`src/rtl/mdu_div_sequencer.sv`:
```
// ============================================================================
// Module : mdu_div_sequencer
// Brief  : Iterative restoring divider/sequencer for DIV, DIVU, REM, REMU.
// Rev    : 1.0 - initial release
// ============================================================================
`default_nettype none

module mdu_div_sequencer #(
  parameter int WIDTH        = 32,
  parameter bit FAST_SPECIAL = 1'b1
) (
  input  logic             CLK,
  input  logic             RESET,
  input  logic             START,
  input  logic [2:0]       FUNCT3,
  input  logic [WIDTH-1:0] DATA1,
  input  logic [WIDTH-1:0] DATA2,
  input  logic             FLUSH,
  output logic             BUSY,
  output logic             VALID,
  output logic [WIDTH-1:0] RESULT
);

  localparam int              CW       = (WIDTH > 1) ? $clog2(WIDTH) : 1;
  localparam logic [CW-1:0]   C_LAST   = CW'(WIDTH - 1);
  localparam logic [WIDTH-1:0] C_MIN   = {1'b1, {(WIDTH-1){1'b0}}};

  typedef enum logic [1:0] {
    S_IDLE = 2'd0,
    S_CALC = 2'd1,
    S_FIX  = 2'd2,
    S_DONE = 2'd3
  } state_t;

  state_t           state_q, state_d;
  logic [CW-1:0]    count_q, count_d;
  logic [WIDTH-1:0] dvd_q, dvd_d;
  logic [WIDTH-1:0] dvs_q, dvs_d;
  logic [WIDTH:0]   rem_q, rem_d;
  logic             q_neg_q, q_neg_d;
  logic             r_neg_q, r_neg_d;
  logic             is_rem_q, is_rem_d;
  logic [WIDTH-1:0] result_q, result_d;
  logic             busy_q, busy_d;
  logic             valid_q, valid_d;

  logic             op_signed, op_rem, sign1, sign2;
  logic             div_zero, overflow, accept;
  logic [WIDTH-1:0] abs1, abs2, quot_fix, rem_fix;
  logic [WIDTH+1:0] trial;
  logic             trial_ge;

  always_comb begin
    op_signed = FUNCT3[2] & ~FUNCT3[0];
    op_rem    = FUNCT3[2] & FUNCT3[1];
    sign1     = op_signed & DATA1[WIDTH-1];
    sign2     = op_signed & DATA2[WIDTH-1];
    abs1      = sign1 ? ('0 - DATA1) : DATA1;
    abs2      = sign2 ? ('0 - DATA2) : DATA2;
    div_zero  = (DATA2 == '0);
    overflow  = op_signed & (DATA1 == C_MIN) & (&DATA2);
    accept    = START & ((state_q == S_IDLE) | (state_q == S_DONE));

    // Shift in the next dividend bit, then trial-subtract with a spare sign bit.
    trial     = {rem_q, dvd_q[WIDTH-1]} - {2'b00, dvs_q};
    trial_ge  = ~trial[WIDTH+1];

    quot_fix  = q_neg_q ? ('0 - dvd_q) : dvd_q;
    rem_fix   = r_neg_q ? ('0 - rem_q[WIDTH-1:0]) : rem_q[WIDTH-1:0];

    state_d   = state_q;
    count_d   = count_q;
    dvd_d     = dvd_q;
    dvs_d     = dvs_q;
    rem_d     = rem_q;
    q_neg_d   = q_neg_q;
    r_neg_d   = r_neg_q;
    is_rem_d  = is_rem_q;
    result_d  = result_q;

    case (state_q)
      S_IDLE, S_DONE: begin
        if (accept) begin
          dvd_d    = abs1;
          dvs_d    = abs2;
          rem_d    = '0;
          count_d  = '0;
          // Divide-by-zero keeps an all-ones quotient even for a negative dividend.
          q_neg_d  = (sign1 ^ sign2) & ~div_zero;
          r_neg_d  = sign1;
          is_rem_d = op_rem;
          if (FAST_SPECIAL && (div_zero || overflow)) begin
            if (div_zero) result_d = op_rem ? DATA1 : '1;
            else          result_d = op_rem ? '0 : C_MIN;
            state_d = S_DONE;
          end else begin
            state_d = S_CALC;
          end
        end else if (state_q == S_DONE) begin
          state_d = S_IDLE;
        end
      end
      S_CALC: begin
        rem_d = trial_ge ? trial[WIDTH:0] : {rem_q[WIDTH-1:0], dvd_q[WIDTH-1]};
        dvd_d = {dvd_q[WIDTH-2:0], trial_ge};
        if (count_q == C_LAST) state_d = S_FIX;
        else                   count_d = count_q + 1'b1;
      end
      S_FIX: begin
        result_d = is_rem_q ? rem_fix : quot_fix;
        state_d  = S_DONE;
      end
      default: state_d = S_IDLE;
    endcase

    if (FLUSH) begin
      state_d  = S_IDLE;
      count_d  = '0;
      result_d = result_q;
    end

    valid_d = (state_d == S_DONE);
    busy_d  = (state_d == S_CALC) | (state_d == S_FIX);
  end

  always_ff @(posedge CLK or negedge RESET) begin
    if (!RESET) begin
      state_q  <= S_IDLE;
      count_q  <= '0;
      dvd_q    <= '0;
      dvs_q    <= '0;
      rem_q    <= '0;
      q_neg_q  <= 1'b0;
      r_neg_q  <= 1'b0;
      is_rem_q <= 1'b0;
      result_q <= '0;
      busy_q   <= 1'b0;
      valid_q  <= 1'b0;
    end else begin
      state_q  <= state_d;
      count_q  <= count_d;
      dvd_q    <= dvd_d;
      dvs_q    <= dvs_d;
      rem_q    <= rem_d;
      q_neg_q  <= q_neg_d;
      r_neg_q  <= r_neg_d;
      is_rem_q <= is_rem_d;
      result_q <= result_d;
      busy_q   <= busy_d;
      valid_q  <= valid_d;
    end
  end

  assign BUSY   = busy_q;
  assign VALID  = valid_q;
  assign RESULT = result_q;

endmodule

`default_nettype wire

```
`config.mk`:
```
export PLATFORM = sky130hd
export DESIGN_NAME = mdu_div_sequencer
export DESIGN_NICKNAME = d
export VERILOG_FILES = /design/src/rtl/mdu_div_sequencer.sv
export SDC_FILE = /design/constraint.sdc
export NUM_CORES = 1
export LEC_CHECK = 0
export CAP_MARGIN = 10
export CORE_UTILIZATION = 40
export DETAILED_ROUTE_END_ITERATION = 8
export DONT_BUFFER_PORTS = 1
export PLACE_DENSITY = 0.52
export REMOVE_ABC_BUFFERS = 1
export SLEW_MARGIN = 20
export SYNTH_ARGS = -nofsm -noshare
export SYNTH_HDL_FRONTEND = slang
export SYNTH_SLANG_ARGS = --single-unit
```
`constraint.sdc`:
```
create_clock -name CLK -period 8.2 [get_ports CLK]
set_input_delay 1.64 -clock CLK [delete_from_list [all_inputs] [get_ports CLK]]
set_output_delay 1.64 -clock CLK [all_outputs]
set_load 0.03 [all_outputs]
```
==> results_dict.tcl, run 1 <==
set metrics [dict create \
    crit_path_max_fanout 53 \
    highest_count_cells_in_the_layout_ignoring_fill_and_taps "sky130_fd_sc_hd__nand2_1, sky130_fd_sc_hd__dfrtp_1, sky130_fd_sc_hd__o21ai_0" \
    r2r_cells 10 \
    min-delay-path-class "flop to flop" \
    root_buffer "sky130_fd_sc_hd__clkbuf_16" \
    worstSetupPathType "input port to flop" \
    final_cells 1726 \
    worst_r2r_endpoint "rem_q[17]$_DFFE_PN0P_" \
    cts_max_level 4 \
    multi_input_comb_area_sq_um 7160 \
    grt_pass1_wl_um 52000 \
    path_cells "nor2b_1 -> nand2_1 -> nor4_1 -> nand3_1 -> nor2_4 -> o311ai_4 -> buf_4 -> mux2_4" \
    synth-edff-count 0 \
    via_per_inst 5.62 \
    worst_slew_pin_slew_ns 1.01 \
    synth_cell_types 77 \
    hp-start "q_neg_q$_DFFE_PN0P_" \
    leakage_uw 0.00498 \
    fin_total_pwr_uw 5490 \
    grt_remaining_overflow 0 \
    slew_viol_final 0 \
    cts_tree "done" \
    max_cap_violations 0 \
    synthCells 1385 \
    post_cts_clock_slew_at_the_launch_and_capture_registers_of_the_worst_setup_and_hold_paths_ns 0.06 \
    status "finished, final reports clean" \
    crit_path_end "RESULT[2]$_DFFE_PN0P_" \
    total_via_count_in_the_routed_design 9706 \
    postCtsSetupRepairBufs 0 \
    ys.flop_type "sky130_fd_sc_hd__dfrtp_1" \
    drcViolationCount 0 \
    grt_max_degree 142 \
    final-seq-area_sq_um 3530 \
    cts_hold_buffers 0 \
    cts_num_sinks 141 \
    regToRegSetupSlack_ns 4.45 \
    fin_skew_ns 0.0159 \
    fp.dieArea_sq_um 28500 \
    row_count 60 \
    final.fill_count 2722 \
    number_of_antenna_violations_at_the_first_check_in_global_routing 0 \
    post_cts.resized_instances 0 \
    worst_r2r_start "rem_q[11]$_DFFE_PN0P_" \
    crit_slowest_cell "sky130_fd_sc_hd__nand2_1" \
    clkLatencyLatePin_ns 0.43 \
    final_nets 1457 \
    cp.buffers_inverters 1 \
    setup.worst_path.start_class "input port" \
    critical_path_depth 8 \
    detail_route.iter0.violations 804 \
    hpwl_um 23400 \
    power_density_nw_per_um2 456 \
    synth-seq-cells 141 \
    die-width_um 169 \
    final_layout_size_suffix_gt1_share_pct 6.35 \
    commonest_non_fill_non_tap_cell_in_the_layout "sky130_fd_sc_hd__nand2_1" \
    grt.total_usage_pct 23.2 \
    final_critical_path_time_including_i_o_delays_and_setup_ns 4.23 \
    dp.cells 1693 \
    core_area_sq_um 27100 \
    num_io_pins 105 \
    finalCritPeriodShare_pct 51.6 \
    vdd_ir_drop_max_mv 0.254 \
    dieHeight_um 169 \
    slew_headroom_pct 32.4 \
    end_kind "flop" \
    slowest_delay_ns 0.61 \
    final_hold_viol_count 0 \
    final.setup.tns_ns 0 \
    port_buffers 0 \
    worst_setup_path_startpoint "FUNCT3[2]" \
    antennaDiodeCount 0 \
    cp_data_arrival_time_ns 4.54 \
    cts-buffers-inserted 17 \
    postRouteAntennaNets 0 \
    setup_viol_count_final 0 \
    grt_setup_unrepaired "no" \
    netlist_area_sq_um 11100 \
    fmax_achieved_ghz 0.236 \
    area_delta_synth_final_pct 8.27 \
    firstDrtPassIters 5 \
    cp.required_ns 8.51 \
    synth_area_per_cell_sq_um 8.04 \
    initial_cell_density_of_the_core_pct 41.1 \
    seq_area_frac_synth_pct 31.7 \
    cts-root-to-sink-buffers 2 \
    finalWeightedCongestion 0.876 \
    grt_pass1_vias 9338 \
    routed_wire_length_per_instance_um 18.8 \
    finalWirelength_um 32500 \
    async_set_or_reset_register_ratio_after_synthesis_pct 100 \
    gate_family_responsible_for_the_most_delay_along_the_worst_path "simple AND/OR/NAND/NOR gates" \
    count_of_synthesis_stage_warnings_from_yosys 0 \
    postLayoutCoreUtil_pct 44.5 \
]
==> cell type report <==
class,instances,share of cell area [%]
well taps,372,3.86
clock inverters,13,1.57
clock buffers,19,3.59
flip-flops and latches,141,29.3
inverters,51,1.59
repair buffers,9,0.726
multi-input cells,1121,59.4
==> metal layers <==
layer / wire length (um) / global-route usage (%) / vias up
met1: 16300 / 33.9 / 4575
met4: 298 / 5.49 / 0
met5: 0 / 0 / -
met2: 14300 / 36.1 / 250
met3: 1550 / 3.06 / 18
li1: - / - / 4863
==> per-stage QoR <==
step / hold slack, ns / setup slack [ns] / cell area [sq um]
3_5_place_dp: 0.472 / 3.61 / 11400
4_1_cts: 0.486 / 4.04 / 12000
6_report: 0.476 / 3.97 / 12100
5_1_grt: 0.497 / 3.84 / 12100
2_1_floorplan: 0.450 / 2.11 / 10800
3_3_place_gp: 0.462 / 3.69 / 11400
==> synth_stat cells (5+ instances only) <==
cell	count	share of area [%]
sky130_fd_sc_hd__o221ai_1	5	0.39
sky130_fd_sc_hd__and2_1	7	0.39
sky130_fd_sc_hd__xnor2_1	73	5.7
sky130_fd_sc_hd__or3_4	6	0.61
sky130_fd_sc_hd__o21a_1	5	0.34
sky130_fd_sc_hd__nand3_1	18	0.81
sky130_fd_sc_hd__nand2_1	192	6.5
sky130_fd_sc_hd__or2_1	5	0.28
sky130_fd_sc_hd__ha_1	44	4.9
sky130_fd_sc_hd__nor4_1	12	0.67
sky130_fd_sc_hd__o21ai_0	106	4.8
sky130_fd_sc_hd__o31ai_1	43	2.9
sky130_fd_sc_hd__and3_1	11	0.62
sky130_fd_sc_hd__a21oi_1	95	4.3
sky130_fd_sc_hd__a21o_1	14	0.94
sky130_fd_sc_hd__a22oi_1	5	0.34
sky130_fd_sc_hd__buf_2	6	0.27
sky130_fd_sc_hd__buf_1	10	0.34
sky130_fd_sc_hd__a211oi_1	7	0.47
sky130_fd_sc_hd__o22ai_1	11	0.62
sky130_fd_sc_hd__nor3_1	22	0.99
sky130_fd_sc_hd__mux2i_1	24	2.2
sky130_fd_sc_hd__nand4_1	13	0.73
sky130_fd_sc_hd__a32oi_1	7	0.55
sky130_fd_sc_hd__nor2_1	94	3.2
sky130_fd_sc_hd__dfrtp_1	141	32
sky130_fd_sc_hd__nand2b_1	12	0.67
sky130_fd_sc_hd__xor2_1	68	5.3
sky130_fd_sc_hd__o21ai_1	79	3.6
sky130_fd_sc_hd__nor2b_1	9	0.51
sky130_fd_sc_hd__mux2_4	10	1.3
sky130_fd_sc_hd__o211ai_1	11	0.74
sky130_fd_sc_hd__clkbuf_1	54	1.8
sky130_fd_sc_hd__inv_1	50	1.7
sky130_fd_sc_hd__a31oi_1	10	0.56
sky130_fd_sc_hd__o41ai_1	8	0.63
sky130_fd_sc_hd__or3_1	24	1.3
==> state kept, by name, summed over array words and instances (netlist names) <==
signal	flops
RESULT	32
VALID	1
count_q	5
rem_q	33
is_rem_q	1
dvd_q	32
state_q	2
BUSY	1
q_neg_q	1
dvs_q	32
r_neg_q	1
==> power breakdown <==
part           switching, uW  total (uW)  internal, uW
logic                   1910        3170          1260
clock network            328         840           512
registers                495        1480           989
total                   2730        5490          2760
==> worst min-delay path by stage <==
stage                       endpoint  slack, ns  depth (start not counted)
2_1_floorplan  dvs_q[10]$_DFFE_PN0P_       0.45                          2
3_3_place_gp   dvs_q[17]$_DFFE_PN0P_       0.46                          2
3_5_place_dp   dvs_q[16]$_DFFE_PN0P_       0.47                          2
4_1_cts        dvs_q[16]$_DFFE_PN0P_       0.49                          2
5_1_grt        dvs_q[16]$_DFFE_PN0P_       0.50                          2
6_report         q_neg_q$_DFFE_PN0P_       0.48                          2
==> worst min-delay path: cells and delay by family (launching register included) <==
kind            cells  cell delay, ns
flops               1            0.34
simple gates        1            0.04
compound gates      1            0.06
==> cell families (layout without fill, tap and decap cells) <==
group	after synthesis	in the layout	share of synthesized area (%)
AOI/OAI and AO/OA	448	448	24.7
muxes	37	37	3.81
buffers and inverters	123	92	4.31
and+or+nand+nor	449	449	19.1
DFF	141	141	31.7
xor gates and xnor gates	142	142	11.2
adders and majority gates	45	45	5.12
No activity file was read; power rests on OpenSTA's default activity.
==> run 2: changes to the inputs <==
clock period = 4.1 ns   (was 8.2 ns; I/O delays follow)
==> results_dict.tcl, run 2 (same netlist as run 1, synthesis figures left out) <==
set metrics [dict create \
    setup_viol_count_final 0 \
    slew_headroom_pct 33.2 \
    timing.hold.ws_ns 0.0857 \
    fin_skew_ns 0.0139 \
    regToRegSetupSlack_ns 0.73 \
    hpwl_um 23500 \
    total_via_count_in_the_routed_design 9649 \
    final_cells 1730 \
    core_area_sq_um 27100 \
    final_nets 1461 \
    grt_pass1_wl_um 51800 \
    stdcell_area_sq_um 12100 \
    final_critical_path_time_including_i_o_delays_and_setup_ns 3.37 \
    postCtsSetupRepairBufs 0 \
    number_of_antenna_violations_at_the_first_check_in_global_routing 0 \
    dp.cells 1698 \
    min-delay-path-class "input port to async pin" \
    area_delta_synth_final_pct 8.83 \
    end_kind "flop" \
    post_cts.resized_instances 0 \
    cts_hold_buffers 0 \
    drcViolationCount 0 \
    die-width_um 169 \
    setup.worst_path.start_class "flop" \
    vdd_ir_drop_max_mv 0.494 \
    fp.dieArea_sq_um 28500 \
    cts_tree "done" \
    antennaDiodeCount 0 \
    cp.required_ns 4.40 \
    cts_num_sinks 141 \
    routed_wire_length_per_instance_um 18.6 \
    port_buffers 0 \
    root_buffer "sky130_fd_sc_hd__clkbuf_16" \
    firstDrtPassIters 5 \
    clkLatencyLatePin_ns 0.43 \
    worst_slew_pin_slew_ns 1.00 \
    postLayoutCoreUtil_pct 44.7 \
    placed_cell_area_sq_um 11500 \
    commonest_non_fill_non_tap_cell_in_the_layout "sky130_fd_sc_hd__nand2_1" \
    final_hold_viol_count 0 \
    cp_data_arrival_time_ns 3.67 \
    grt_pass1_vias 9265 \
    final.fill_count 2708 \
    slew_viol_final 0 \
    initial_cell_density_of_the_core_pct 41.1 \
    worst_r2r_start "rem_q[11]$_DFFE_PN0P_" \
    leakage_uw 0.00502 \
    status "finished, final reports clean" \
    finalWirelength_um 32200 \
    max_cap_violations 0 \
    worstSetupPathType "flop to flop" \
    grt_max_degree 142 \
    via_per_inst 5.58 \
    final_layout_size_suffix_gt1_share_pct 6.85 \
    num_io_pins 105 \
    power_density_nw_per_um2 905 \
    finalWeightedCongestion 0.873 \
    dieHeight_um 169 \
    worst_r2r_endpoint "rem_q[13]$_DFFE_PN0P_" \
    cts-root-to-sink-buffers 2 \
    detail_route.iter0.violations 671 \
    grt.total_usage_pct 23.1 \
    largest_register_ffs 33 \
    fmax_achieved_ghz 0.297 \
    highest_count_cells_in_the_layout_ignoring_fill_and_taps "sky130_fd_sc_hd__nand2_1, sky130_fd_sc_hd__dfrtp_1, sky130_fd_sc_hd__o21ai_0" \
    cts_max_level 4 \
    post_cts_clock_slew_at_the_launch_and_capture_registers_of_the_worst_setup_and_hold_paths_ns 0.07 \
    final.setup.tns_ns 0 \
    finalCritPeriodShare_pct 82.1 \
    postRouteAntennaNets 0 \
    row_count 60 \
    r2r_cells 11 \
    regMostFlops "rem_q" \
    cts-buffers-inserted 17 \
    grt_setup_unrepaired "no" \
    grt_remaining_overflow 0 \
    crit_path_max_fanout 16 \
]
run 2: cell count changes in the layout (fill, tap and decap cells not counted), sizes merged:
cell      before  now
inv           53   50
clkinvlp       5    4
clkinv         2    6
buf            9   13
run 2: per-stage QoR:
stage,setup WS [ns],total power [uW]
after floorplan,-1.53,6900
after global placement,0.638,9210
after detailed placement,0.593,9250
after CTS,0.729,11000
after global routing,0.509,11900
final,0.735,11000
run 2: per-layer routing:
layer	vias up	wire length (um)	GRT usage, %
met5	-	0	0
met4	0	493	6.21
met3	38	1790	3.93
met2	258	14400	36.1
met1	4485	15500	32.8
li1	4868	-	-
run 2: cell type report:
class | instances | area [sq um] | area share (%)
Multi-Input combinational cell | 1121 | 7170 | 59.1
Clock buffer | 19 | 453 | 3.74
Sequential cell | 141 | 3530 | 29.1
Inverter | 51 | 191 | 1.58
Clock inverter | 13 | 190 | 1.57
Timing Repair Buffer | 13 | 123 | 1.01
Tap cell | 372 | 465 | 3.84
run 2: critical path, cell delays in order (launching register included):
cell and delay, ns:
sky130_fd_sc_hd__dfrtp_1 0.46, sky130_fd_sc_hd__ha_1 0.41, sky130_fd_sc_hd__a221o_1 0.38, sky130_fd_sc_hd__a31oi_1 0.15, sky130_fd_sc_hd__o31ai_1 0.13, sky130_fd_sc_hd__or3_1 0.40, sky130_fd_sc_hd__o21bai_2 0.20, sky130_fd_sc_hd__o211ai_1 0.26
sky130_fd_sc_hd__xnor2_2 0.21, sky130_fd_sc_hd__buf_4 0.21, sky130_fd_sc_hd__and3_1 0.19, sky130_fd_sc_hd__a221o_1 0.25
run 2: worst max-delay path by stage:
stage                     startpoint                      to  slack [ns]  depth (start not counted)
2_1_floorplan   state_q[1]$_DFF_PN0_  count_q[0]$_DFFE_PN0P_       -1.53                          7
3_3_place_gp                DATA2[6]          BUSY$_DFF_PN0_        0.64                          9
3_5_place_dp                DATA2[6]          BUSY$_DFF_PN0_        0.59                          9
4_1_cts        rem_q[11]$_DFFE_PN0P_   rem_q[13]$_DFFE_PN0P_        0.73                         11
5_1_grt        rem_q[11]$_DFFE_PN0P_   rem_q[13]$_DFFE_PN0P_        0.51                         11
6_report       rem_q[11]$_DFFE_PN0P_   rem_q[13]$_DFFE_PN0P_        0.73                         11
run 2: report_power, final:
| group | switching, uW | internal, uW | total, uW |
|---|---|---|---|
| Clock | 663 | 1050 | 1720 |
| Combinational | 3710 | 2540 | 6250 |
| Sequential | 1030 | 1980 | 3000 |
| Total | 5400 | 5570 | 11000 |
==> run 3: changes to the inputs <==
clock period = 3.2 ns   (was 4.1 ns; I/O delays follow)
==> results_dict.tcl, run 3 (same netlist as run 1, synthesis figures left out) <==
set metrics [dict create \
    grt_max_degree 142 \
    final_critical_path_time_including_i_o_delays_and_setup_ns 3.10 \
    routed_wire_length_per_instance_um 18.4 \
    total_via_count_in_the_routed_design 10200 \
    setup.worst_path.start_class "flop" \
    drcViolationCount 0 \
    highest_count_cells_in_the_layout_ignoring_fill_and_taps "sky130_fd_sc_hd__nand2_1, sky130_fd_sc_hd__dfrtp_1, sky130_fd_sc_hd__o21ai_0" \
    timing.critical_path.mode_cell "sky130_fd_sc_hd__a221o_1" \
    final.setup.tns_ns 0 \
    cp.buffers_inverters 4 \
    via_per_inst 5.58 \
    firstDrtPassIters 5 \
    core_area_sq_um 27100 \
    power_density_nw_per_um2 1200 \
    finalWirelength_um 33500 \
    root_buffer "sky130_fd_sc_hd__clkbuf_16" \
    initial_cell_density_of_the_core_pct 41.1 \
    slowest_delay_ns 0.39 \
    grt_pass1_vias 9859 \
    cts_tree "done" \
    failed_checks "negative hold slack" \
    grt_util_met2_pct 37.6 \
    area_delta_synth_final_pct 15.6 \
    dieHeight_um 169 \
    leakage_uw 0.00549 \
    fmax_achieved_ghz 0.323 \
    crit_slowest_cell "sky130_fd_sc_hd__or3_1" \
    largest_register_ffs 33 \
    final_cells 1822 \
    crit_path_max_fanout 11 \
    regMostFlops "rem_q" \
    final_layout_size_suffix_gt1_share_pct 13.1 \
    path_cells "inv_1 -> ha_1 -> a221o_1 -> a31oi_2 -> o31ai_2 -> or3_1 -> o21bai_2 -> o211ai_1 -> buf_4 -> xor2_4 -> buf_12 -> clkbuf_16 -> a221o_1" \
    vdd_ir_drop_max_mv 0.504 \
    cts_max_level 4 \
    grt_pass1_wl_um 53800 \
    post_cts_clock_slew_at_the_launch_and_capture_registers_of_the_worst_setup_and_hold_paths_ns 0.07 \
    min-delay-path-class "input port to async pin" \
    fin_total_pwr_uw 15500 \
    dp.cells 1781 \
    worstSetupPathType "flop to flop" \
    cp.required_ns 3.50 \
    commonest_non_fill_non_tap_cell_in_the_layout "sky130_fd_sc_hd__nand2_1" \
    postRouteAntennaNets 0 \
    setup_viol_count_final 0 \
    grt_remaining_overflow 0 \
    global_route.usage.met3_pct 4.00 \
    finalCritPeriodShare_pct 96.8 \
    port_buffers 0 \
    num_io_pins 105 \
    final.fill_count 2668 \
    cts-root-to-sink-buffers 2 \
    cts-buffers-inserted 17 \
    slew_viol_final 0 \
    cts_num_sinks 141 \
    die-width_um 169 \
    postLayoutCoreUtil_pct 47.5 \
    gr-usage-met1_pct 34.3 \
    grt.total_usage_pct 24.2 \
    max_cap_violations 0 \
    worst_slew_pin_slew_ns 1.05 \
    clkLatencyLatePin_ns 0.43 \
    timing.hold.ws_ns -0.100 \
    cp_data_arrival_time_ns 3.40 \
    slew_headroom_pct 29.7 \
    end_kind "flop" \
    number_of_antenna_violations_at_the_first_check_in_global_routing 0 \
    detail_route.iter0.violations 757 \
    final_hold_viol_count 141 \
    antennaDiodeCount 0 \
    row_count 60 \
    gate_family_responsible_for_the_most_delay_along_the_worst_path "compound AO/OA/AOI/OAI gates" \
    fp.dieArea_sq_um 28500 \
    grt_busiest_layer "met2" \
    final_nets 1553 \
    fin_skew_ns 0.0115 \
    finalWeightedCongestion 0.904 \
    hpwl_um 25100 \
    status "finished, violations left" \
]
## run 3: worst paths after layout
path | startpoint | to | slack, ns | cells past startpoint
setup / recovery | dvs_q[14]$_DFFE_PN0P_ | rem_q[13]$_DFFE_PN0P_ | 0.10 | 13
hold / removal | RESET | dvs_q[4]$_DFFE_PN0P_ | -0.10 | 0
setup reg to reg | dvs_q[14]$_DFFE_PN0P_ | rem_q[13]$_DFFE_PN0P_ | 0.10 | 13
hold reg to reg | dvs_q[21]$_DFFE_PN0P_ | dvs_q[21]$_DFFE_PN0P_ | 0.48 | 2
max in group asynchronous | RESET | dvd_q[15]$_DFFE_PN0P_ | 3.11 | 0
min in group CLK | FLUSH | count_q[1]$_DFFE_PN0P_ | 0.27 | 1
## run 3: area by class of cell
cell class	instances	area (sq um)	area share [%]
Inverter	51	191	1.49
Clock inverter	13	140	1.09
Sequential cell	141	3530	27.4
Multi-Input combinational cell	1121	7210	56.0
Timing Repair Buffer	105	886	6.88
Tap cell	372	465	3.62
Clock buffer	19	453	3.52
## run 3: power breakdown
group | total, uW | switching (uW) | internal (uW) | leakage [uW]
registers | 3660 | 1120 | 2540 | 0.00184
logic | 9770 | 5410 | 4360 | 0.00336
clock network | 2040 | 847 | 1190 | 0.000282
total | 15500 | 7370 | 8090 | 0.00549
## run 3: what timing repair did
item,4_1_cts,5_1_grt
endpoints found under the setup margin,6,35
gates cloned,0,2
buffers inserted,0,7
endpoints found under the hold margin,141,141
pin swaps,0,7
resized for setup,1,7
## run 3: worst reg2reg max path: cells and delay by family, from the launching register on
family          cells  cell delay (ns)
compound gates      6             1.23
xor+xnor            1             0.16
fa+ha+maj           1             0.30
buf+inv             4             0.56
flops               1             0.34
simple gates        1             0.39
## run 3: stage by stage
step,worst slack (ns),area (sq um)
2_1_floorplan,-2.43,10800
5_1_grt,-0.0239,12900
4_1_cts,0.0165,12700
3_5_place_dp,-0.0542,12100
6_report,0.103,12900
3_3_place_gp,0.000501,12100
## run 3: layer usage
metal / wire, um / part of all wire, %
met5: 0 / 0
met4: 537 / 1.6
met3: 1560 / 4.7
met2: 15200 / 45
met1: 16200 / 48
